## src/rtl/div_ctrl_pkg.sv

```systemverilog
// Shared constants and types for the divide sequencing controller.
// Used by the controller top and its iterative divider.
package div_ctrl_pkg;

    localparam int DATA_WIDTH = 32;
    localparam int MSB        = DATA_WIDTH - 1;
    localparam int CNT_W      = $clog2(DATA_WIDTH + 1);

    typedef logic [MSB:0] data_t;

    localparam logic [2:0] F3_DIV  = 3'b100;
    localparam logic [2:0] F3_DIVU = 3'b101;
    localparam logic [2:0] F3_REM  = 3'b110;
    localparam logic [2:0] F3_REMU = 3'b111;

    localparam data_t SIGN_MIN = {1'b1, {MSB{1'b0}}};
    localparam data_t ALL_ONES = {DATA_WIDTH{1'b1}};

    typedef enum logic {
        IDLE = 1'b0,
        RUN  = 1'b1
    } state_t;

    typedef struct packed {
        data_t      a;
        data_t      b;
        logic [1:0] op;
    } key_t;

    function automatic data_t abs_val(input data_t v, input logic sgn);
        return (sgn && v[MSB]) ? (~v + 1'b1) : v;
    endfunction

    function automatic data_t neg_if(input data_t v, input logic neg);
        return neg ? (~v + 1'b1) : v;
    endfunction

endpackage

```

## src/rtl/div_ctrl_divider.sv

```systemverilog
// Radix-2 restoring divider: one quotient bit per cycle on magnitudes,
// signs reapplied combinationally on the held result.
module div_ctrl_divider
    import div_ctrl_pkg::*;
(
    input  logic        clk,
    input  logic        rst,
    input  logic        req,
    input  logic        flush,
    input  logic [1:0]  opcode,
    input  logic [MSB:0] a,
    input  logic [MSB:0] b,
    output logic [MSB:0] o,
    output logic        stall
);

    logic             r_busy;
    logic [CNT_W-1:0] r_cnt;
    logic [MSB:0]     r_rem;
    logic [MSB:0]     r_quo;
    logic [MSB:0]     r_dvsr;
    logic             r_neg_q;
    logic             r_neg_r;
    logic             r_rem_op;

    logic             w_signed;
    logic [DATA_WIDTH:0] w_shift;
    logic [DATA_WIDTH:0] w_diff;
    logic             w_ge;
    logic [MSB:0]     w_q_fix;
    logic [MSB:0]     w_r_fix;

    assign w_signed = ~opcode[0];

    // partial remainder stays below the divisor, so one extra bit suffices
    assign w_shift = {r_rem, r_quo[MSB]};
    assign w_diff  = w_shift - {1'b0, r_dvsr};
    assign w_ge    = ~w_diff[DATA_WIDTH];

    always_ff @(posedge clk) begin
        if (rst) begin
            r_busy   <= 1'b0;
            r_cnt    <= '0;
            r_rem    <= '0;
            r_quo    <= '0;
            r_dvsr   <= '0;
            r_neg_q  <= 1'b0;
            r_neg_r  <= 1'b0;
            r_rem_op <= 1'b0;
        end else if (flush) begin
            r_busy <= 1'b0;
            r_cnt  <= '0;
        end else if (req) begin
            r_busy   <= 1'b1;
            r_cnt    <= CNT_W'(DATA_WIDTH);
            r_rem    <= '0;
            r_quo    <= abs_val(a, w_signed);
            r_dvsr   <= abs_val(b, w_signed);
            r_neg_q  <= w_signed & (a[MSB] ^ b[MSB]);
            r_neg_r  <= w_signed & a[MSB];
            r_rem_op <= opcode[1];
        end else if (r_busy) begin
            r_cnt <= r_cnt - 1'b1;
            if (r_cnt == CNT_W'(1)) begin
                r_busy <= 1'b0;
            end
            if (w_ge) begin
                r_rem <= w_diff[MSB:0];
                r_quo <= {r_quo[MSB-1:0], 1'b1};
            end else begin
                r_rem <= w_shift[MSB:0];
                r_quo <= {r_quo[MSB-1:0], 1'b0};
            end
        end
    end

    assign w_q_fix = neg_if(r_quo, r_neg_q);
    assign w_r_fix = neg_if(r_rem, r_neg_r);
    assign o       = r_rem_op ? w_r_fix : w_q_fix;
    assign stall   = r_busy;

endmodule

```

## src/rtl/div_ctrl.sv

```systemverilog
// EX-stage divide controller: zero-cycle special cases and last-result
// cache, otherwise sequences the iterative divider and stalls the pipe.
module div_ctrl
    import div_ctrl_pkg::*;
(
    input  logic         clk,
    input  logic         rst,
    input  logic         i_req,
    input  logic         i_flush,
    input  logic [2:0]   i_funct3,
    input  logic [MSB:0] i_a,
    input  logic [MSB:0] i_b,
    output logic [MSB:0] o_result,
    output logic         o_result_valid,
    output logic         o_stall,
    output logic         o_fast_hit
);

    state_t       r_state;
    logic         r_cache_valid;
    key_t         r_cache_key;
    logic [MSB:0] r_cache_data;
    key_t         r_pend_key;

    logic         w_div_op;
    logic [1:0]   w_opcode;
    logic         w_is_rem;
    logic         w_is_signed;
    key_t         w_key;
    logic         w_dbz;
    logic         w_ovf;
    logic         w_hit;
    logic         w_fast;
    logic [MSB:0] w_fast_res;
    logic         w_launch;
    logic         w_div_flush;
    logic [MSB:0] w_div_o;
    logic         w_div_stall;

    assign w_div_op    = i_req & i_funct3[2];
    assign w_opcode    = i_funct3[1:0];
    assign w_is_rem    = w_opcode[1];
    assign w_is_signed = ~w_opcode[0];
    assign w_key       = '{a: i_a, b: i_b, op: w_opcode};

    assign w_dbz  = (i_b == '0);
    assign w_ovf  = w_is_signed & (i_a == SIGN_MIN) & (i_b == ALL_ONES);
    assign w_hit  = r_cache_valid & (w_key == r_cache_key);
    assign w_fast = w_dbz | w_ovf | w_hit;

    always_comb begin
        w_fast_res = '0;
        if (w_dbz) begin
            w_fast_res = w_is_rem ? i_a : ALL_ONES;
        end else if (w_ovf) begin
            w_fast_res = w_is_rem ? '0 : i_a;
        end else if (w_hit) begin
            w_fast_res = r_cache_data;
        end
    end

    assign w_launch = (r_state == IDLE) & ~rst & ~i_flush
                    & w_div_op & ~w_fast;
    assign w_div_flush = (r_state == RUN) & i_flush;

    div_ctrl_divider u_div (
        .clk    (clk),
        .rst    (rst),
        .req    (w_launch),
        .flush  (w_div_flush),
        .opcode (w_opcode),
        .a      (i_a),
        .b      (i_b),
        .o      (w_div_o),
        .stall  (w_div_stall)
    );

    always_ff @(posedge clk) begin
        if (rst) begin
            r_state       <= IDLE;
            r_cache_valid <= 1'b0;
            r_cache_key   <= '0;
            r_cache_data  <= '0;
            r_pend_key    <= '0;
        end else begin
            unique case (r_state)
                IDLE: begin
                    if (w_launch) begin
                        r_state    <= RUN;
                        r_pend_key <= w_key;
                    end
                end
                RUN: begin
                    // a flush beats a completing divider: nothing retires
                    if (i_flush) begin
                        r_state <= IDLE;
                    end else if (!w_div_stall) begin
                        r_state       <= IDLE;
                        r_cache_valid <= 1'b1;
                        r_cache_key   <= r_pend_key;
                        r_cache_data  <= w_div_o;
                    end
                end
                default: r_state <= IDLE;
            endcase
        end
    end

    always_comb begin
        o_result       = '0;
        o_result_valid = 1'b0;
        o_stall        = 1'b0;
        o_fast_hit     = 1'b0;
        if (!rst && !i_flush) begin
            unique case (r_state)
                IDLE: begin
                    if (w_div_op && w_fast) begin
                        o_result       = w_fast_res;
                        o_result_valid = 1'b1;
                        o_fast_hit     = 1'b1;
                    end else if (w_div_op) begin
                        o_stall = 1'b1;
                    end
                end
                RUN: begin
                    if (w_div_stall) begin
                        o_stall = 1'b1;
                    end else begin
                        o_result       = w_div_o;
                        o_result_valid = 1'b1;
                    end
                end
                default: ;
            endcase
        end
    end

endmodule

```

## config.mk

```make
export PLATFORM = sky130hd
export DESIGN_NAME = div_ctrl
export DESIGN_NICKNAME = d
export VERILOG_FILES = /design/src/rtl/div_ctrl_pkg.sv /design/src/rtl/div_ctrl_divider.sv /design/src/rtl/div_ctrl.sv
export SDC_FILE = /design/constraint.sdc
export NUM_CORES = 1
export LEC_CHECK = 0
export CAP_MARGIN = 20
export CORE_MARGIN = 10
export CORE_UTILIZATION = 34
export DETAILED_ROUTE_END_ITERATION = 16
export PLACE_DENSITY_LB_ADDON = 0.08
export SETUP_SLACK_MARGIN = 0.05
export SLEW_MARGIN = 20
export SYNTH_ARGS = -nofsm -noshare
export SYNTH_HDL_FRONTEND = slang
export SYNTH_SLANG_ARGS = --single-unit
```

## constraint.sdc

```tcl
create_clock -name clk -period 4.1 [get_ports clk]
set_input_delay 0.615 -clock clk [delete_from_list [all_inputs] [get_ports clk]]
set_output_delay 0.615 -clock clk [all_outputs]
set_load 0.01 [all_outputs]
```

==> out/metrics.yaml, run 1 <==
clk_pin_slew_ps: 60
dp.cells: 2971
cellPowerDensity_mw_per_mm2: 352.2
syn_to_final_growth_pct: 32.73
cp-end-kind: "output pin"
syn_inst: 2193
drtPass1Iterations: 5
async_flop_share: 0
worst_pin_slew_ps: 1244
syn-num-nets: 2304
clock_path_buffers: 3
fmax_mhz: 222.0
drv_slew: 0
cts.sink_count: 272
cts_root_buffer: "clkbuf_16"
postPlaceCellArea_mm2: 0.01932
yosysSeqAreaShare: 0.3363
syn_area_per_cell_um2: 7.384
dp_hpwl_um: 46310
stdcell_count: 3077
drt-initial-drc-count: 1364
synthFlopType: "dfxtp_1"
gp_congestion: 0.8776
vias_per_cell: 5.364
grt_max_degree: 188
hold_viol: 0
n_antenna_cell: 0
cp.required_ps: 3480
setup_viol: 18
synth-seq-cells: 272
final_area_mm2: 0.02149
clkLatencyLatePin_ps: 560
drc: 0
critPathBufInv: 2
cts_max_level: 2
finClkSkew_ps: 17.49
rows: 79
regArea_mm2: 0.005451
drive_gt1_frac: 0.1968
postLayoutCoreUtil: 0.4587
slowest_delay_ps: 470
drv_cap: 0
wl_per_cell_um: 20.48
vias: 16510
ios: 106
cp_data_arrival_time_ps: 3890
grt_pass1_vias: 15470
dieHeight_um: 238.2
synth-edff-count: 0
gr-total-overflow: 0
cts_made_buffers: 35
finalWorstSetupSlack_ps: -403.8
die_area_mm2: 0.05676
path_delay_family: "simple AND/OR/NAND/NOR gates"
worst_path_max_delay_cell: "or4_4"
die_x_um: 238.2
slew_headroom: 0.1697
outcome: "complete, but fails checks"
violations: "setup timing"
track_usage: 0.2147
leakage_nw: 8.667
syn_area_mm2: 0.01619
start_util: 0.3456
multiInputGateArea_mm2: 0.01046
rsz0062_at_grt: "yes"
routed_wl_um: 63030
num-nets-final: 2556
ys_warn_count: 0
crit_top_cell: "or3_4"
path_cells: "or3_4 > buf_6 > or4_4 > or3_4 > or4_4 > or3_4 > o31ai_4 > xnor2_1 > o21ai_2 > a21o_1 > buf_6"
layout_worst_path_cycle_share: 1.098
postRouteAntennaNets: 0
synth_cell_type_count: 64
min_period_ps: 4504
grt_pass1_wl_um: 95250
portBuffers: 105
antenna_found_initial: 0
coreArea_mm2: 0.04685
cp_max_fo: 4
path_class: "register to output pin"
nFillCells: 4800
max-vdd-ir-drop_mv: 0.2013
cts_tree: "done"
holdCritPathClass: "primary input to register"
startpoint_type: "register"
[worst register-to-register path, delay by kind of cell (launching register included)]
kind                   cells  cell delay (ps)
flip-flops                 1              310
AND/OR/NAND/NOR            6             1780
XOR/XNOR                   1              120
AO/OA/AOI/OAI              2              360
buffers and inverters     12             1550
[registers in the layout, summed over array words and instances, names as in the netlist]
| signal | cells |
|---|---|
| u_div.r_cnt | 6 |
| u_div.stall | 1 |
| u_div.r_rem | 32 |
| u_div.r_rem_op | 1 |
| r_cache_key | 66 |
| r_state | 1 |
| r_cache_valid | 1 |
| r_pend_key | 66 |
| r_cache_data | 32 |
| u_div.r_quo | 32 |
| u_div.r_neg_r | 1 |
| u_div.r_neg_q | 1 |
| u_div.r_dvsr | 32 |
[layout make-up]
cell class                 instances  share of cell area
inverter                          73             0.01275
timing repair buffer             386              0.1591
clock inverter                    12            0.005239
multi-input combinational       1677              0.4868
tap                              607             0.03534
sequential                       272              0.2536
clock buffer                      50             0.04710
[power breakdown]
part	internal, mW	total (mW)	switching, mW
Combinational	0.795	1.76	0.960
Clock	1.79	3.06	1.27
Sequential	2.70	2.75	0.0522
[Yosys cell counts, drive strengths merged, types with 3 or more instances]
cell / instances / area [um^2]
a211oi: 38 / 285.3
a21o: 19 / 142.6
a21oi: 252 / 1265
a221oi: 6 / 52.55
a22o: 4 / 35.03
a311o: 7 / 70.07
a311oi: 32 / 280.3
a31oi: 14 / 87.58
a41oi: 3 / 26.28
and2: 7 / 43.79
and3: 11 / 68.82
buf: 26 / 123.9
clkbuf: 145 / 544.3
dfxtp: 272 / 5445
ha: 39 / 488.0
inv: 73 / 274.0
mux2i: 27 / 270.3
nand2: 508 / 1907
nand2b: 14 / 87.58
nand3: 13 / 65.06
nand3b: 6 / 45.04
nand4: 20 / 125.1
nor2: 123 / 464.2
nor2b: 8 / 50.05
nor3: 31 / 160.1
nor3b: 24 / 180.2
nor4: 30 / 187.7
o211ai: 21 / 157.7
o21a: 6 / 45.04
o21ai: 87 / 435.4
o21bai: 4 / 30.03
o22ai: 5 / 31.28
o2bb2ai: 7 / 61.31
o311ai: 3 / 26.28
o31ai: 49 / 386.6
o41ai: 12 / 105.1
or2: 6 / 37.54
or3: 14 / 102.6
or4: 14 / 116.4
xnor2: 97 / 849.6
xor2: 102 / 893.4
[cell usage in the layout (no fill, tap or decap), types with 16 or more instances in the layout]
master           netlist  layout
nand2_1              508     499
dfxtp_1              272     267
a21oi_1              251     248
buf_4                  1     239
nor2_1               122     119
xor2_1               102      97
xnor2_1               97      91
o21ai_0               84      73
inv_1                 73      67
ha_1                  39      39
o31ai_1               47      38
dlymetal6s2s_1         0      38
a211oi_1              38      37
clkbuf_16              0      35
a311oi_1              32      32
mux2i_1               27      27
buf_6                  0      26
nor3_1                30      25
nor3b_1               24      23
clkdlybuf4s50_1        0      23
o211ai_1              21      21
nand4_1               20      20
buf_2                 18      20
a21o_1                19      19
buf_12                 0      16
[worst paths after layout]
| kind | startpoint | to | slack, ps | cells after the start |
|---|---|---|---|---|
| worst min register to register | r_cache_data[23] | r_cache_data[23] | 440 | 2 |
| worst max-delay path | u_div.r_rem[2] | o_result[31] | -400 | 11 |
| worst max register to register | u_div.r_rem[2] | r_cache_data[21] | -50 | 21 |
| worst min-delay path | i_a[27] | r_pend_key[61] | 400 | 3 |
[through the flow]
stage	hold slack, ps	total power [mW]	TNS, ps	worst slack, ps
2_1_floorplan	422.3	3.774	0	310.3
3_3_place_gp	430.5	4.397	-18720	-636.1
3_5_place_dp	433.4	4.399	-22870	-753.3
4_1_cts	383.1	7.565	-4584	-432.6
5_1_grt	395.1	7.889	-6403	-568.2
6_report	404.6	7.570	-4015	-403.8
[cell families (layout without fill, tap and decap cells)]
| group | after synthesis | in the layout | synth area share |
|---|---|---|---|
| compound gates | 578 | 578 | 0.2225 |
| xor+xnor | 199 | 199 | 0.1076 |
| fa+ha+maj | 40 | 40 | 0.03137 |
| buf+inv | 244 | 521 | 0.05818 |
| flops | 272 | 272 | 0.3363 |
| mux | 29 | 29 | 0.01808 |
| simple gates | 831 | 831 | 0.2259 |
[routing by layer]
| metal | global-route usage | part of all wire | up-vias |
|---|---|---|---|
| li1 | - | - | 8087 |
| met1 | 0.2998 | 0.47 | 7856 |
| met2 | 0.3271 | 0.44 | 470 |
| met3 | 0.03412 | 0.057 | 92 |
| met4 | 0.07767 | 0.037 | 0 |
| met5 | 0 | 0 | - |
[repair_timing]
action                     CTS  global route
hold buffers                 0             0
gates cloned                 2             0
buffers inserted            29            13
gates resized for setup    176           149
setup endpoints to repair   35            46
pin swaps                   32            43
No activity file was read; power rests on OpenSTA's default activity.
==> run 2, diff against run 1 <==
--- a/config.mk
+++ b/config.mk
@@ -15,3 +15,4 @@
 export SYNTH_ARGS = -nofsm -noshare
 export SYNTH_HDL_FRONTEND = slang
 export SYNTH_SLANG_ARGS = --single-unit
+export TNS_END_PERCENT = 20
==> out/metrics.yaml, run 2 (synthesized netlist as in run 1, its figures left out) <==
track_usage: 0.2139  # -0.0008068
slowest_delay_ps: 480  # about the same
syn_to_final_growth_pct: 29.59
stdcell_count: 3058  # -0.62%
cp.required_ps: 3480  # about the same
cts_tree: "done"
drv_slew: 0  # unchanged
cp-end-kind: "output pin"
hold_viol: 0  # unchanged
dp.cells: 2971  # unchanged
drive_gt1_frac: 0.1697  # -0.02703
cts_max_level: 2  # unchanged
leakage_nw: 8.181  # -5.6%
max-vdd-ir-drop_mv: 0.2008  # -0.26%
finalWorstSetupSlack_ps: -565.0  # -161.1 ps
die_x_um: 238.2  # unchanged
tns_ps: -4946  # -931.3 ps
final_common_cell: "nand2_1"
rows: 79  # unchanged
routed_wl_um: 62410  # -0.98%
path_class: "register to output pin"
min_period_ps: 4665  # +161.1 ps
worst_pin_slew_ps: 1016  # -227.8 ps
cp_data_arrival_time_ps: 4050  # +160 ps
multiInputGateArea_mm2: 0.01021  # -2.4%
cts_root_buffer: "clkbuf_16"
setup_viol: 20  # +2
start_util: 0.3456  # unchanged
r2r_cells: 21  # unchanged
outcome: "complete, but fails checks"
finClkSkew_ps: 16.51  # -0.9740 ps
slew_headroom: 0.3218  # +0.1521
hold_path_depth: 2  # -1
gr-total-overflow: 0  # unchanged
crit_cells: 12  # +1
holdBufCountCts: 0  # unchanged
final_cell_mix: "nand2_1, dfxtp_1, a21oi_1"
drv_cap: 0  # unchanged
rsz0062_at_grt: "yes"
critPathBufInv: 3  # +1
drtPass1Iterations: 6  # +1
startpoint_type: "register"
vias_per_cell: 5.361  # about the same
cts.sink_count: 272  # unchanged
postRouteAntennaNets: 0  # unchanged
layout_worst_path_cycle_share: 1.138  # +0.03930
nFillCells: 4833  # +0.69%
cts_made_buffers: 35  # unchanged
ios: 106  # unchanged
path_cells: "or3_4 > buf_6 > or4_4 > or3_4 > or4_4 > or3_4 > buf_12 > o31ai_4 > xnor2_1 > o21ai_2 > a21o_1 > buf_6"
num-nets-final: 2537  # -0.74%
grt_pass1_vias: 15390  # -0.55%
clkLatencyLatePin_ps: 560  # about the same
largestRegisters: "r_cache_key: 66 flops, r_pend_key: 66 flops"
holdCritPathClass: "primary input to register"
worst_path_max_delay_cell: "or4_4"
n_antenna_cell: 0  # unchanged
grt_pass1_wl_um: 94820  # -0.45%
antenna_found_initial: 0  # unchanged
dieHeight_um: 238.2  # unchanged
regArea_mm2: 0.005449  # about the same
gp_congestion: 0.8776  # unchanged
dp_hpwl_um: 46310  # unchanged
drc: 0  # unchanged
crit_top_cell: "or3_4"
vias: 16400  # -0.67%
cellPowerDensity_mw_per_mm2: 359.0  # +1.9%
wl_per_cell_um: 20.41  # -0.37%
coreArea_mm2: 0.04685  # unchanged
cp_max_fo: 6  # +2
drt-initial-drc-count: 1232  # -9.7%
die_area_mm2: 0.05676  # unchanged
clock_path_buffers: 3  # unchanged
path_delay_family: "simple AND/OR/NAND/NOR gates"
clk_pin_slew_ps: 60  # about the same
fmax_mhz: 214.4  # -3.5%
portBuffers: 105  # unchanged
violations: "setup timing"
grt_max_degree: 188  # unchanged
## run 2: cell type report
cell class              count  area share
multi-input cells        1677      0.4867
flip-flops and latches    272      0.2597
repair buffers            367      0.1508
clock buffers              50     0.04824
well taps                 607     0.03619
inverters                  73     0.01306
clock inverters            12    0.005366
## run 2: timing repair
action,4_1_cts,5_1_grt
cloned,2,0
pin swaps,22,18
resized for setup,138,42
endpoints found under the setup margin,35,46
setup buffers,17,6
## run 2: routing by layer
metal / routed length, um / track usage / share of wire
met1: 29310 / 0.2993 / 0.47
met2: 27330 / 0.3253 / 0.44
met3: 3700 / 0.03366 / 0.059
met4: 2064 / 0.07728 / 0.033
met5: 0 / 0 / 0
## run 2: power by group
part           internal, mW  switching (mW)  leakage [nW]
Clock                  1.79            1.27         0.554
Combinational         0.779           0.938          5.43
Sequential             2.70          0.0517          2.20
Total                  5.27            2.26          8.18
## run 2: path summary, 6_finish.rpt
kind                      end  slack, ps             from
max              o_result[31]       -560   u_div.r_rem[2]
min                   r_state        410              rst
max reg2reg  r_cache_data[21]       -100   u_div.r_rem[2]
min reg2reg   r_cache_data[7]        440  r_cache_data[7]
## run 2: stage by stage
step	worst slack (ps)	instance area (um^2)	hold slack (ps)	util	power (mW)
6_report	-565.0	20990	407.7	0.4479	7.534
3_5_place_dp	-753.3	19320	433.4	0.4125	4.399
3_3_place_gp	-636.1	19320	430.5	0.4125	4.397
5_1_grt	-608.6	20990	395.3	0.4479	7.848
4_1_cts	-482.1	20790	383.3	0.4437	7.538
2_1_floorplan	310.3	16190	422.3	-	3.774
## run 2: worst register-to-register path: cells and delay by family, from the launching register on
family                    cells  cell delay (ps)
AOI/OAI and AO/OA             2              410
xor gates and xnor gates      1              120
buffers and inverters        12             1550
DFF                           1              310
and+or+nand+nor               6             1800
